**src/rtl/pipe_issue_unit.sv**
```systemverilog
// Issue front end: buffers 24-bit instruction words in a small FIFO and issues them one per
// cycle to a forwarding-less pipeline, inserting bubbles on read-after-write hazards.
module pipe_issue_unit #(
    parameter int unsigned FIFO_DEPTH = 4,
    parameter int unsigned HAZ_DEPTH  = 2,
    parameter int unsigned CNT_W      = 16
) (
    input  logic             clk,
    input  logic             rst_n,
    input  logic             flush,
    input  logic             in_valid,
    output logic             in_ready,
    input  logic [23:0]      in_word,
    output logic             issue_valid,
    output logic [3:0]       rs1,
    output logic [3:0]       rs2,
    output logic [3:0]       rd,
    output logic [3:0]       func,
    output logic [7:0]       addr,
    output logic             stall,
    output logic [CNT_W-1:0] issued_cnt,
    output logic [CNT_W-1:0] stall_cnt
);

    localparam int unsigned PtrW = (FIFO_DEPTH > 1) ? $clog2(FIFO_DEPTH) : 1;

    logic [23:0]         mem_q [FIFO_DEPTH];
    logic [PtrW-1:0]     wr_ptr_q, rd_ptr_q;
    logic [PtrW:0]       count_q;
    logic [HAZ_DEPTH-1:0] sb_valid_q;
    logic [3:0]          sb_rd_q [HAZ_DEPTH];

    logic        full, empty, hazard, do_push, do_pop;
    logic [23:0] head;

    assign full     = (count_q == (PtrW + 1)'(FIFO_DEPTH));
    assign empty    = (count_q == '0);
    assign in_ready = !full;
    assign head     = mem_q[rd_ptr_q];

    // Both sources are checked against every live destination, regardless of func.
    always_comb begin
        hazard = 1'b0;
        for (int i = 0; i < HAZ_DEPTH; i++) begin
            if (sb_valid_q[i] && (sb_rd_q[i] == head[15:12] || sb_rd_q[i] == head[11:8])) begin
                hazard = 1'b1;
            end
        end
        if (empty) begin
            hazard = 1'b0;
        end
    end

    assign do_push = in_valid && !full && !flush;
    assign do_pop  = !empty && !hazard && !flush;

    always_ff @(posedge clk) begin
        if (do_push) begin
            mem_q[wr_ptr_q] <= in_word;
        end
    end

    always_ff @(posedge clk or negedge rst_n) begin
        if (!rst_n) begin
            wr_ptr_q    <= '0;
            rd_ptr_q    <= '0;
            count_q     <= '0;
            sb_valid_q  <= '0;
            for (int i = 0; i < HAZ_DEPTH; i++) begin
                sb_rd_q[i] <= '0;
            end
            issue_valid <= 1'b0;
            rs1         <= '0;
            rs2         <= '0;
            rd          <= '0;
            func        <= '0;
            addr        <= '0;
            stall       <= 1'b0;
            issued_cnt  <= '0;
            stall_cnt   <= '0;
        end else begin
            issue_valid <= 1'b0;
            rs1         <= '0;
            rs2         <= '0;
            rd          <= '0;
            func        <= '0;
            addr        <= '0;
            stall       <= 1'b0;

            for (int i = HAZ_DEPTH - 1; i > 0; i--) begin
                sb_valid_q[i] <= sb_valid_q[i-1];
                sb_rd_q[i]    <= sb_rd_q[i-1];
            end
            sb_valid_q[0] <= 1'b0;
            sb_rd_q[0]    <= '0;

            if (flush) begin
                wr_ptr_q   <= '0;
                rd_ptr_q   <= '0;
                count_q    <= '0;
                sb_valid_q <= '0;
            end else begin
                if (do_push) begin
                    wr_ptr_q <= wr_ptr_q + 1'b1;
                end
                if (do_pop) begin
                    rd_ptr_q      <= rd_ptr_q + 1'b1;
                    issue_valid   <= 1'b1;
                    func          <= head[23:20];
                    rd            <= head[19:16];
                    rs1           <= head[15:12];
                    rs2           <= head[11:8];
                    addr          <= head[7:0];
                    sb_valid_q[0] <= 1'b1;
                    sb_rd_q[0]    <= head[19:16];
                    if (issued_cnt != '1) begin
                        issued_cnt <= issued_cnt + 1'b1;
                    end
                end
                if (hazard) begin
                    stall <= 1'b1;
                    if (stall_cnt != '1) begin
                        stall_cnt <= stall_cnt + 1'b1;
                    end
                end
                if (do_push && !do_pop) begin
                    count_q <= count_q + 1'b1;
                end else if (!do_push && do_pop) begin
                    count_q <= count_q - 1'b1;
                end
            end
        end
    end

endmodule

```
**config.mk**
```make
export PLATFORM = sky130hd
export DESIGN_NAME = pipe_issue_unit
export DESIGN_NICKNAME = d
export VERILOG_FILES = /design/src/rtl/pipe_issue_unit.sv
export SDC_FILE = /design/constraint.sdc
export NUM_CORES = 1
export LEC_CHECK = 0
export CORE_MARGIN = 1
export CORE_UTILIZATION = 50
export DETAILED_ROUTE_END_ITERATION = 8
export DONT_BUFFER_PORTS = 1
export GPL_TIMING_DRIVEN = 0
export PLACE_DENSITY = 0.73
export SYNTH_ARGS = -nofsm -noshare
export SYNTH_HDL_FRONTEND = slang
export SYNTH_SLANG_ARGS = --single-unit
```
**constraint.sdc**
```tcl
create_clock -name clk -period 2.9 [get_ports clk]
set_input_delay 0.58 -clock clk [delete_from_list [all_inputs] [get_ports clk]]
set_output_delay 0.58 -clock clk [all_outputs]
set_load 0.02 [all_outputs]
```
==> results_dict.tcl <==
set metrics [dict create \
    synth_top_cell_by_area "edfxtp_1" \
    yosys-mux-area-fraction 0.0829 \
    nets 477 \
    worstSetupEndpointType "flip-flop" \
    boundaryPins 87 \
    met2RoutedLength_um 6240 \
    synthToLayoutAreaGrowth_pct 14.9 \
    drc 0 \
    synth_top_area_frac 0.424 \
    regToRegSetupSlack_ns -0.09 \
    drv_cap 0 \
    max_freq_mhz 335 \
    cts_tree "yes" \
    synth.cell_area_um2 6790 \
    ir_worst_vdd_mv 0.483 \
    cts_made_buffers 17 \
    drt-wirelength-per-cell_um 19.3 \
    gr-total-overflow 0 \
    ys_types 48 \
    synthAdderAreaFrac 0.0140 \
    fin_cells 631 \
    wl_um 12200 \
    diodes 0 \
    hold_path.class "input pin to async pin" \
    drt-met1-wl_um 4760 \
    gp_congestion 0.835 \
    rows 42 \
    portBuffers 0 \
    synth_nets 450 \
    yosys.area_share.simple 0.115 \
    dieHeight_um 119 \
    crit_arrival_ns 3.31 \
    ys_seq_area_frac 0.682 \
    synth-edff-count 96 \
    grt_first_pass_wirelength_um 20000 \
    clk_pin_slew_worst_paths_ns 0.06 \
    n_fill_cell 1020 \
    finalSetupViolations 1 \
    final_cell_area_um2 7810 \
    synthTopCellsByArea "edfxtp_1 (42%), dfrtp_1 (26%), mux4_2 (8.0%), xor2_1 (4.6%), and2_1 (2.7%)" \
    synthTopCellsByCount "edfxtp_1 (96), dfrtp_1 (70), xor2_1 (36)" \
    synth_compound_area_frac 0.0186 \
    cts_root_buf "clkbuf_16" \
    ys_ff_latch 166 \
    synth_top_family_by_area "simple AND/OR/NAND/NOR gates" \
    failed_checks "setup timing" \
    slew_headroom 0.106 \
    tightest_slew_ns 1.34 \
    worstPathMaxFanout 8 \
    worst-r2r-cell-count 11 \
    ys_warn_count 0 \
    syn_inst 415 \
    timing.final.crit_share 1.03 \
    htree_levels 4 \
    final_hold_viol_count 0 \
    critPathKind "flip-flop to flip-flop" \
    clk_latency_ns 0.42 \
    status "finished with violations" \
    top_layer "met4" \
    synth_xor_area_frac 0.0641 \
    antenna_found_initial 0 \
    die_area_um2 14100 \
    grt_usage 0.191 \
    critPathLaunch "rd_ptr_q[0]" \
    power.leakage_uw 0.00303 \
    die_w_um 119 \
    r2r-start "rd_ptr_q[0]" \
    initial_utilization 0.513 \
    slew_violations 0 \
    synth_area_per_cell_um2 16.4 \
    vias 3495 \
    p_per_area_nw_per_um2 934 \
    fin_skew_ns 0.00712 \
    first_iter_violations 194 \
    via_per_inst 5.54 \
    grt_pass1_vias 3910 \
    rsz0062_at_grt "yes" \
    synth.most_common_cell "edfxtp_1" \
    grt_start_max_net_pins 71 \
    post-route-min-period_ns 2.99 \
    crit_end "count_q[2]" \
    ant_nets 0 \
    async_flop_share 0.422 \
    clockBufferDepth 2 \
    timing.final.ws_setup_ns -0.0864 \
    critPathRequiredTime_ns 3.23 \
    core-area_um2 13200 \
    rr_endpoint "count_q[2]" \
    post-route-util 0.590 \
    clkSinkCount 166 \
    wl_met3_um 979 \
    ys.flop_type "edfxtp_1" \
    placed_area_um2 7040 \
    start_kind "flip-flop" \
    drive_gt1_frac 0.240 \
    dp_hpwl_um 7780 \
    drt_pre_antenna_iters 4 \
    placed_cells 591 \
]
-- worst max-delay path, stage by stage (launching register included) --
cell and delay (ns):
dfrtp_1 0.36, buf_8 0.16, buf_6 0.11, mux4_2 0.57
xor2_1 0.20, nor4_2 0.07, o21a_4 0.23, nor3_4 0.19
nor3_2 0.07, fa_2 0.40, a211o_1 0.28, a221oi_2 0.24
-- area by class of cell --
type | instances | area, um^2 | area share
well taps | 176 | 220 | 0.0282
multi-input cells | 222 | 2070 | 0.266
clock inverters | 13 | 170 | 0.0218
repair buffers | 8 | 105 | 0.0135
inverters | 9 | 33.8 | 0.00433
plain buffers | 18 | 136 | 0.0175
clock buffers | 19 | 433 | 0.0554
flip-flops and latches | 166 | 4630 | 0.594
-- metal layers --
| layer | global-route usage | vias up |
|---|---|---|
| met5 | 0 | - |
| met4 | 0.0728 | 0 |
| met3 | 0.0743 | 15 |
| met2 | 0.324 | 98 |
| met1 | 0.218 | 1791 |
| li1 | - | 1591 |
-- where the power goes --
group | internal [uW] | switching (uW) | leakage [uW]
clock | 1370 | 920 | 0.000292
combinational | 812 | 903 | 0.000933
sequential | 2830 | 455 | 0.00181
total | 5010 | 2280 | 0.00303
-- placed cells by master, fill, tap and decap left out, types with 4 or more instances in the layout --
| cell | instances |
|---|---|
| and2_1 | 29 |
| nor4_1 | 4 |
| and4_1 | 4 |
| dfrtp_1 | 70 |
| xor2_1 | 36 |
| nor2_1 | 12 |
| nor4_2 | 6 |
| nand3_1 | 11 |
| and3_1 | 7 |
| nor3_1 | 6 |
| clkbuf_1 | 5 |
| o21ai_1 | 4 |
| edfxtp_1 | 96 |
| nor3_2 | 9 |
| nand4_1 | 8 |
| ha_1 | 6 |
| xnor2_1 | 10 |
| clkbuf_16 | 18 |
| nand2_1 | 15 |
| inv_1 | 8 |
| mux4_2 | 24 |
| buf_4 | 8 |
-- per-stage QoR --
stage	setup WS [ns]	total power [uW]	TNS, ns	hold WS [ns]
2_1_floorplan	0.00766	4540	0	0.284
4_1_cts	-0.0813	7310	-0.0839	0.0534
3_5_place_dp	-0.264	4930	-1.30	0.286
6_report	-0.0864	7290	-0.0864	0.0349
3_3_place_gp	-0.189	4870	-0.522	0.286
5_1_grt	-0.298	7660	-1.06	0.0517
-- how the worst min path moves through the flow --
stage / slack, ns / from / cells after the start / endpoint
after floorplan: 0.28 / rst_n / 0 / addr[0]
after global placement: 0.29 / rst_n / 0 / issued_cnt[2]
after detailed placement: 0.29 / rst_n / 0 / issued_cnt[3]
after CTS: 0.05 / rst_n / 1 / rs1[1]
after global routing: 0.05 / rst_n / 1 / sb_rd_q[2]
final: 0.03 / rst_n / 1 / issued_cnt[5]
-- registers in the layout, indices dropped and copies added (netlist names), 4 cells and up --
signal and count:
addr 8, func 4, issued_cnt 16, mem_q 96, rs1 4, rs2 4
sb_rd_q 8, stall_cnt 16
-- cells by family (layout without fill, tap and decap cells) --
| group | after synthesis | count (layout) |
|---|---|---|
| adder cells (fa/ha/maj) | 7 | 7 |
| buffers and inverters | 27 | 67 |
| flip-flops | 166 | 166 |
| multiplexers | 26 | 26 |
| XOR/XNOR | 48 | 48 |
| AND/OR/NAND/NOR | 124 | 124 |
| AO/OA/AOI/OAI | 17 | 17 |
-- timing repair --
action | 4_1_cts | 5_1_grt
hold buffers | 1 | 0
hold endpoints to repair | 70 | 0
cloned | 0 | 1
pin swaps | 6 | 3
endpoints found under the setup margin | 25 | 27
resized for setup | 4 | 14
buffers inserted | 5 | 1
Note: power is estimated with default switching activity, not from simulation.
